**config.mk**
```make
export PLATFORM = sky130hd
export DESIGN_NAME = window_gen
export DESIGN_NICKNAME = d
export VERILOG_FILES = /design/src/rtl/pe_array_pkg.sv /design/src/rtl/window_gen_line_buffer.sv /design/src/rtl/window_gen.sv
export SDC_FILE = /design/constraint.sdc
export NUM_CORES = 2
export LEC_CHECK = 0
export ABC_AREA = 1
export CELL_PAD_IN_SITES_DETAIL_PLACEMENT = 0
export CELL_PAD_IN_SITES_GLOBAL_PLACEMENT = 1
export CORE_ASPECT_RATIO = 0.7
export CORE_MARGIN = 2
export CORE_UTILIZATION = 48
export DETAILED_ROUTE_END_ITERATION = 16
export HOLD_SLACK_MARGIN = 0.08
export PLACE_DENSITY = 0.82
export SLEW_MARGIN = 10
export SYNTH_ARGS = -nofsm -noshare
export SYNTH_HDL_FRONTEND = slang
export SYNTH_HIERARCHICAL = 1
export SYNTH_SLANG_ARGS = --single-unit
```
**constraint.sdc**
```tcl
create_clock -name clk -period 3.4 [get_ports clk]
set_clock_uncertainty 0.1 [all_clocks]
set_input_delay 0.51 -clock clk [delete_from_list [all_inputs] [get_ports clk]]
set_output_delay 0.51 -clock clk [all_outputs]
set_load 0.1 [all_outputs]
```
**src/rtl/pe_array_pkg.sv**
```systemverilog
// Shared types for the PE-array feeder path: pixel/window widths, window typedef, window_gen FSM states.
package pe_array_pkg;

    localparam int DATA_WIDTH  = 32;
    localparam int KERNEL_SIZE = 9;
    localparam int WIN_WIDTH   = DATA_WIDTH * KERNEL_SIZE;

    typedef logic [WIN_WIDTH-1:0] window_t;

    // [row][col] grid whose packed layout equals window_t: element [wr][wc] sits at word 3*wr+wc.
    typedef logic [2:0][2:0][DATA_WIDTH-1:0] win_grid_t;

    typedef enum logic [1:0] {
        FILL = 2'd0,
        RUN  = 2'd1,
        DONE = 2'd2
    } wg_state_e;

endpackage

```
**src/rtl/window_gen_line_buffer.sv**
```systemverilog
// One-row pixel store: combinational read and clocked write at the same address,
// so a read in the write cycle returns the old contents.
module line_buffer
    import pe_array_pkg::*;
#(
    parameter int DEPTH = 8,
    parameter int WIDTH = DATA_WIDTH,
    parameter int AW    = $clog2(DEPTH)
) (
    input  logic             clk,
    input  logic             rst_n,
    input  logic             we,
    input  logic [AW-1:0]    addr,
    input  logic [WIDTH-1:0] wdata,
    output logic [WIDTH-1:0] rdata
);

    logic [WIDTH-1:0] mem_q [DEPTH];

    assign rdata = mem_q[addr];

    always_ff @(posedge clk or negedge rst_n) begin
        if (!rst_n) begin
            for (int i = 0; i < DEPTH; i++) begin
                mem_q[i] <= '0;
            end
        end else if (we) begin
            mem_q[addr] <= wdata;
        end
    end

endmodule

```
**src/rtl/window_gen.sv**
```systemverilog
// Raster pixel stream -> packed 3x3 sliding windows (no padding) with a single output register.
// Optional window counter port o_win_cnt is built when WIN_CNT_EN is defined.
module window_gen
    import pe_array_pkg::*;
#(
    parameter int IMG_WIDTH  = 8,
    parameter int IMG_HEIGHT = 8
) (
    input  logic                  clk,
    input  logic                  rst_n,
    input  logic                  i_valid,
    output logic                  i_ready,
    input  logic [DATA_WIDTH-1:0] i_pixel,
    output logic                  o_valid,
    input  logic                  o_ready,
    output window_t               o_window,
    output logic                  o_frame_done,
`ifdef WIN_CNT_EN
    output logic [15:0]           o_win_cnt,
`endif
    output wg_state_e             o_dbg_state
);

    localparam int LB_AW = $clog2(IMG_WIDTH);

    // Valid/ready: a transfer happens on any rising edge where valid && ready are both high;
    // the producer holds its payload stable from raising valid until that edge.

    wg_state_e state_q, state_d;
    logic [15:0] col_q, col_d;
    logic [15:0] row_q, row_d;
    win_grid_t win_q, win_d;
    logic o_valid_q, o_valid_d;
    window_t o_window_q, o_window_d;
    logic o_frame_done_q, o_frame_done_d;

    logic accept, col_last, row_last, last_pix, run_phase, load;
    logic [LB_AW-1:0] lb_addr;
    logic [DATA_WIDTH-1:0] lb0_rd, lb1_rd;

    assign i_ready  = !o_valid_q || o_ready;
    assign accept   = i_valid && i_ready;
    assign col_last = (col_q == 16'(IMG_WIDTH - 1));
    assign row_last = (row_q == 16'(IMG_HEIGHT - 1));
    assign last_pix = accept && col_last && row_last;
    assign lb_addr  = col_q[LB_AW-1:0];

    // lb0 is fed from lb1's old word, so the pair acts as a two-row delay line.
    line_buffer #(.DEPTH(IMG_WIDTH), .WIDTH(DATA_WIDTH), .AW(LB_AW)) u_lb0 (
        .clk   (clk),
        .rst_n (rst_n),
        .we    (accept),
        .addr  (lb_addr),
        .wdata (lb1_rd),
        .rdata (lb0_rd)
    );

    line_buffer #(.DEPTH(IMG_WIDTH), .WIDTH(DATA_WIDTH), .AW(LB_AW)) u_lb1 (
        .clk   (clk),
        .rst_n (rst_n),
        .we    (accept),
        .addr  (lb_addr),
        .wdata (i_pixel),
        .rdata (lb1_rd)
    );

    always_ff @(posedge clk or negedge rst_n) begin
        if (!rst_n) begin
            state_q <= FILL;
        end else begin
            state_q <= state_d;
        end
    end

    always_comb begin
        state_d = state_q;
        case (state_q)
            FILL:    if (accept && col_last && row_q == 16'd1) state_d = RUN;
            RUN:     if (last_pix) state_d = DONE;
            DONE:    state_d = FILL;
            default: state_d = FILL;
        endcase
    end

    always_comb begin
        run_phase = (state_q == RUN);
    end

    assign o_dbg_state = state_q;

    always_comb begin
        col_d = col_q;
        row_d = row_q;
        if (accept) begin
            if (col_last) begin
                col_d = '0;
                row_d = row_last ? '0 : row_q + 16'd1;
            end else begin
                col_d = col_q + 16'd1;
            end
        end
    end

    // Stale columns from the previous row are shifted out before c reaches 2, so no explicit flush is needed.
    always_comb begin
        win_d = win_q;
        if (accept) begin
            for (int wr = 0; wr < 3; wr++) begin
                win_d[wr][0] = win_q[wr][1];
                win_d[wr][1] = win_q[wr][2];
            end
            win_d[0][2] = lb0_rd;
            win_d[1][2] = lb1_rd;
            win_d[2][2] = i_pixel;
        end
    end

    assign load = accept && run_phase && (col_q >= 16'd2);

    always_comb begin
        o_valid_d      = load || (o_valid_q && !o_ready);
        o_window_d     = load ? window_t'(win_d) : o_window_q;
        o_frame_done_d = load && row_last && col_last;
    end

    always_ff @(posedge clk or negedge rst_n) begin
        if (!rst_n) begin
            col_q          <= '0;
            row_q          <= '0;
            win_q          <= '0;
            o_valid_q      <= 1'b0;
            o_window_q     <= '0;
            o_frame_done_q <= 1'b0;
        end else begin
            col_q          <= col_d;
            row_q          <= row_d;
            win_q          <= win_d;
            o_valid_q      <= o_valid_d;
            o_window_q     <= o_window_d;
            o_frame_done_q <= o_frame_done_d;
        end
    end

    assign o_valid      = o_valid_q;
    assign o_window     = o_window_q;
    assign o_frame_done = o_frame_done_q;

`ifdef WIN_CNT_EN
    logic [15:0] win_cnt_q, win_cnt_d;

    always_comb begin
        win_cnt_d = win_cnt_q;
        if (o_frame_done_q) begin
            win_cnt_d = load ? 16'd1 : 16'd0;
        end else if (load) begin
            win_cnt_d = win_cnt_q + 16'd1;
        end
    end

    always_ff @(posedge clk or negedge rst_n) begin
        if (!rst_n) begin
            win_cnt_q <= '0;
        end else begin
            win_cnt_q <= win_cnt_d;
        end
    end

    assign o_win_cnt = win_cnt_q;
`endif

endmodule
```
==> implementation parameters <==
Parameter                              Value

Status
  Run status    completed

Drt
  Total wire length    138 mm
  Number of vias per cell    4.92
  Number of nets with antenna violations after detailed routing    0
  Drt first pass iters    7
  Number of violations reported at the end of detailed-routing iteration 0    3386
  Detail-routed net length per standard cell    18.0 um
  Drt drc    0
  Vias post-DR    37900

Cells and area
  Final Instance Area    ~57000 um2
  Commonest non-fill, non-tap cells in the layout    sky130_fd_sc_hd__nand2_1, sky130_fd_sc_hd__dfrtp_1, sky130_fd_sc_hd__inv_1, sky130_fd_sc_hd__o21ai_0, sky130_fd_sc_hd__o21ai_1
  Filler instances    between 9000 and 10000
  Net count of the finished layout    around 6300
  Area growth syn-to-layout    15.0%
  Area of the multi-input gates    approximately 16000 um2
  Finished Layout Cells    7693
  Storage cell area    28100 um2
  Most common library cell in the layout ignoring fill and taps    sky130_fd_sc_hd__nand2_1
  Fraction of final layout cells with drive strength greater than 1    0.0774

Timing
  Number of hold-slack violations in the final timing report    0
  Worst slew slack as a fraction of its limit    0.311
  Share of the cycle needed by the critical path after routing    0.865
  Slew Limit Fails    0
  Upper clock frequency limit    340 MHz
  Min Tclk post-route    2.94 ns
  Worst Hold Margin    0.235 ns
  RSZ-0062 raised after global routing    false
  TNS Setup    0 ns
  Setup violators final    0
  Slew of the pin with the lowest slew margin    1.03 ns

Yosys
  Yosys warnings    6
  Synth Net Count    approximately 6100
  Mean instance size in the synthesized netlist    8.16 um2
  Number of different library cells in the post-synthesis netlist    34
  Synthesis-stage register bit count    between 1000 and 1500
  Area of the mapped netlist    49300 um2
  Mapped Cells    6044
  Proportion of synthesized chip area in sequential cells    0.570

Critical path
  Category of cells accounting for the largest share of critical-path delay    buffers and inverters
  Critical path depth in cells    1
  Largest fanout on the critical path    2
  Critical path class    reg -> out
  Cells traversed along the worst timing path    clkdlybuf4s50_1
  Data arrival time of the worst path    2.33 ns
  Largest stage delay on the critical path    1.17 ns
  R2r worst-path depth    10
  Startpoint type of the worst setup path    flop
  Buffer and inverter count on the worst path    1
  Nature of the critical path endpoint    output pin
  Crit-path slowest cell    sky130_fd_sc_hd__clkdlybuf4s50_1
  Data required time at the worst endpoint    2.79 ns

Place
  Total cell area at the placement stage    53000 um2
  Detailed placer's ending HPWL    91.7 mm
  Final RePlAce weighted congestion    0.867
  Port Buffer Count    328
  Placed cells    7490

Global route
  Initial antenna violation count    15
  Gr usage total    0.264
  First-pass GRT wire length    215 mm
  Via count of the first global-routing pass    34900
  Pin count of the biggest net entering global routing    200
  Total overflow reported by the global router    0

Die
  Number of placement rows    98
  Overall die width    387 um
  I/O pins    329
  Height of the die    about 270 um
  Die Area    105000 um2
  Initial core utilization    0.483
  Core region area    102000 um2

Clocking
  Setup fix buffers added after clock tree synthesis    0
  Maximum clock path buffer count    3
  CTS tree    done
  Total CTS buffers    110
  # clock sinks    between 1000 and 1500
  Master cell of the clock root buffer    sky130_fd_sc_hd__clkbuf_16
  H-tree levels    3
  Clock insertion delay at the later pin of the skew report    0.73 ns
  Resized Gates After CTS    0
  Clock slew at the register clock pins of the worst setup and hold paths    0.06 ns

Power
  Power per standard cell area    1080 nW/um2
  Maximum ir drop on the vdd rail    roughly 0.85 mV
  Static Leakage    0.0296 uW

Flow run
  Max-capacitance violation count    0

Worst hold path
  Class of the tightest hold or removal check    in -> async
-- cells in the mapped netlist (all sizes together) --
master	count	area [um2]
buf	251	1660
xor2	4	35.0
o21a	1	7.51
a21oi	5	25.0
nand3	155	816
nor3	6	35.0
clkbuf	65	246
o21bai	7	52.6
nand4	7	43.8
nand3b	1	7.51
dfrtp	1124	28100
nand2	2251	8560
o21ai	1100	5540
ha	4	50.1
xnor2	5	43.8
inv	990	3720
nor2	68	335
-- flip-flops by register name, indices dropped and copies added (netlist names) --
signal	flops
o_window	288
o_dbg_state	2
o_valid	1
o_frame_done	1
row_q	16
u_lb1/mem_q	256
u_lb0/mem_q	256
win_q	288
col_q	16
-- layout make-up --
cell class / instances / area share
Clock inverter: 37 / 0.00717
Multi-Input combinational cell: 3614 / 0.275
Clock buffer: 164 / 0.0567
Antenna cell: 1 / 0.0000442
Sequential cell: 1124 / 0.496
Inverter: 990 / 0.0656
Tap cell: 1350 / 0.0298
Timing Repair Buffer: 413 / 0.0693
-- through the flow --
step | power [uW] | util | setup WS [ns]
5_1_grt | 65300 | 0.556 | 0.407
4_1_cts | 61700 | 0.556 | 0.424
2_1_floorplan | 40800 | - | 0.434
3_5_place_dp | 49300 | 0.520 | 0.436
6_report | 61400 | 0.556 | 0.459
3_3_place_gp | 48800 | 0.520 | 0.499
-- cell families after synthesis --
group,Yosys count,synth area share
adder cells (fa/ha/maj),4,0.00102
buffers and inverters,1306,0.114
AO/OA/AOI/OAI,1113,0.114
AND/OR/NAND/NOR,2488,0.199
XOR/XNOR,9,0.00160
flip-flops,1124,0.570
-- timing repair --
| item | 4_1_cts | 5_1_grt |
|---|---|---|
| hold endpoints to repair | 144 | 0 |
| setup endpoints to repair | 0 | 0 |
| hold buffers | 1 | 0 |
-- per-layer routing --
layer  global-route usage  vias to the layer above  share of wire  wire length (um)
met4               0.0573                        4          0.020              2790
li1                     -                    18900              -                 -
met2                0.354                      976           0.39             54300
met5              0.00798                        -        0.00097               134
met1                0.419                    17800           0.50             69600
met3               0.0740                      174          0.083             11500
-- power by group --
group	internal [uW]	switching (uW)	leakage [uW]
clock	6860	5400	0.00178
sequential	18600	3480	0.0136
combinational	6380	20700	0.0143
total	31900	29500	0.0296
-- path summary, 6_finish.rpt --
kind                                from              end  slack [ns]
min in group clk             i_pixel[28]  u_lb1/mem_q[28]        0.34
max                        o_window[161]    o_window[161]        0.46
max in group asynchronous          rst_n     o_window[87]        1.88
min reg2reg                 o_window[36]     o_window[36]        0.38
max reg2reg                     col_q[0]    o_window[183]        0.65
min                                rst_n    o_window[211]        0.24
No activity file was read; power rests on OpenSTA's default activity.
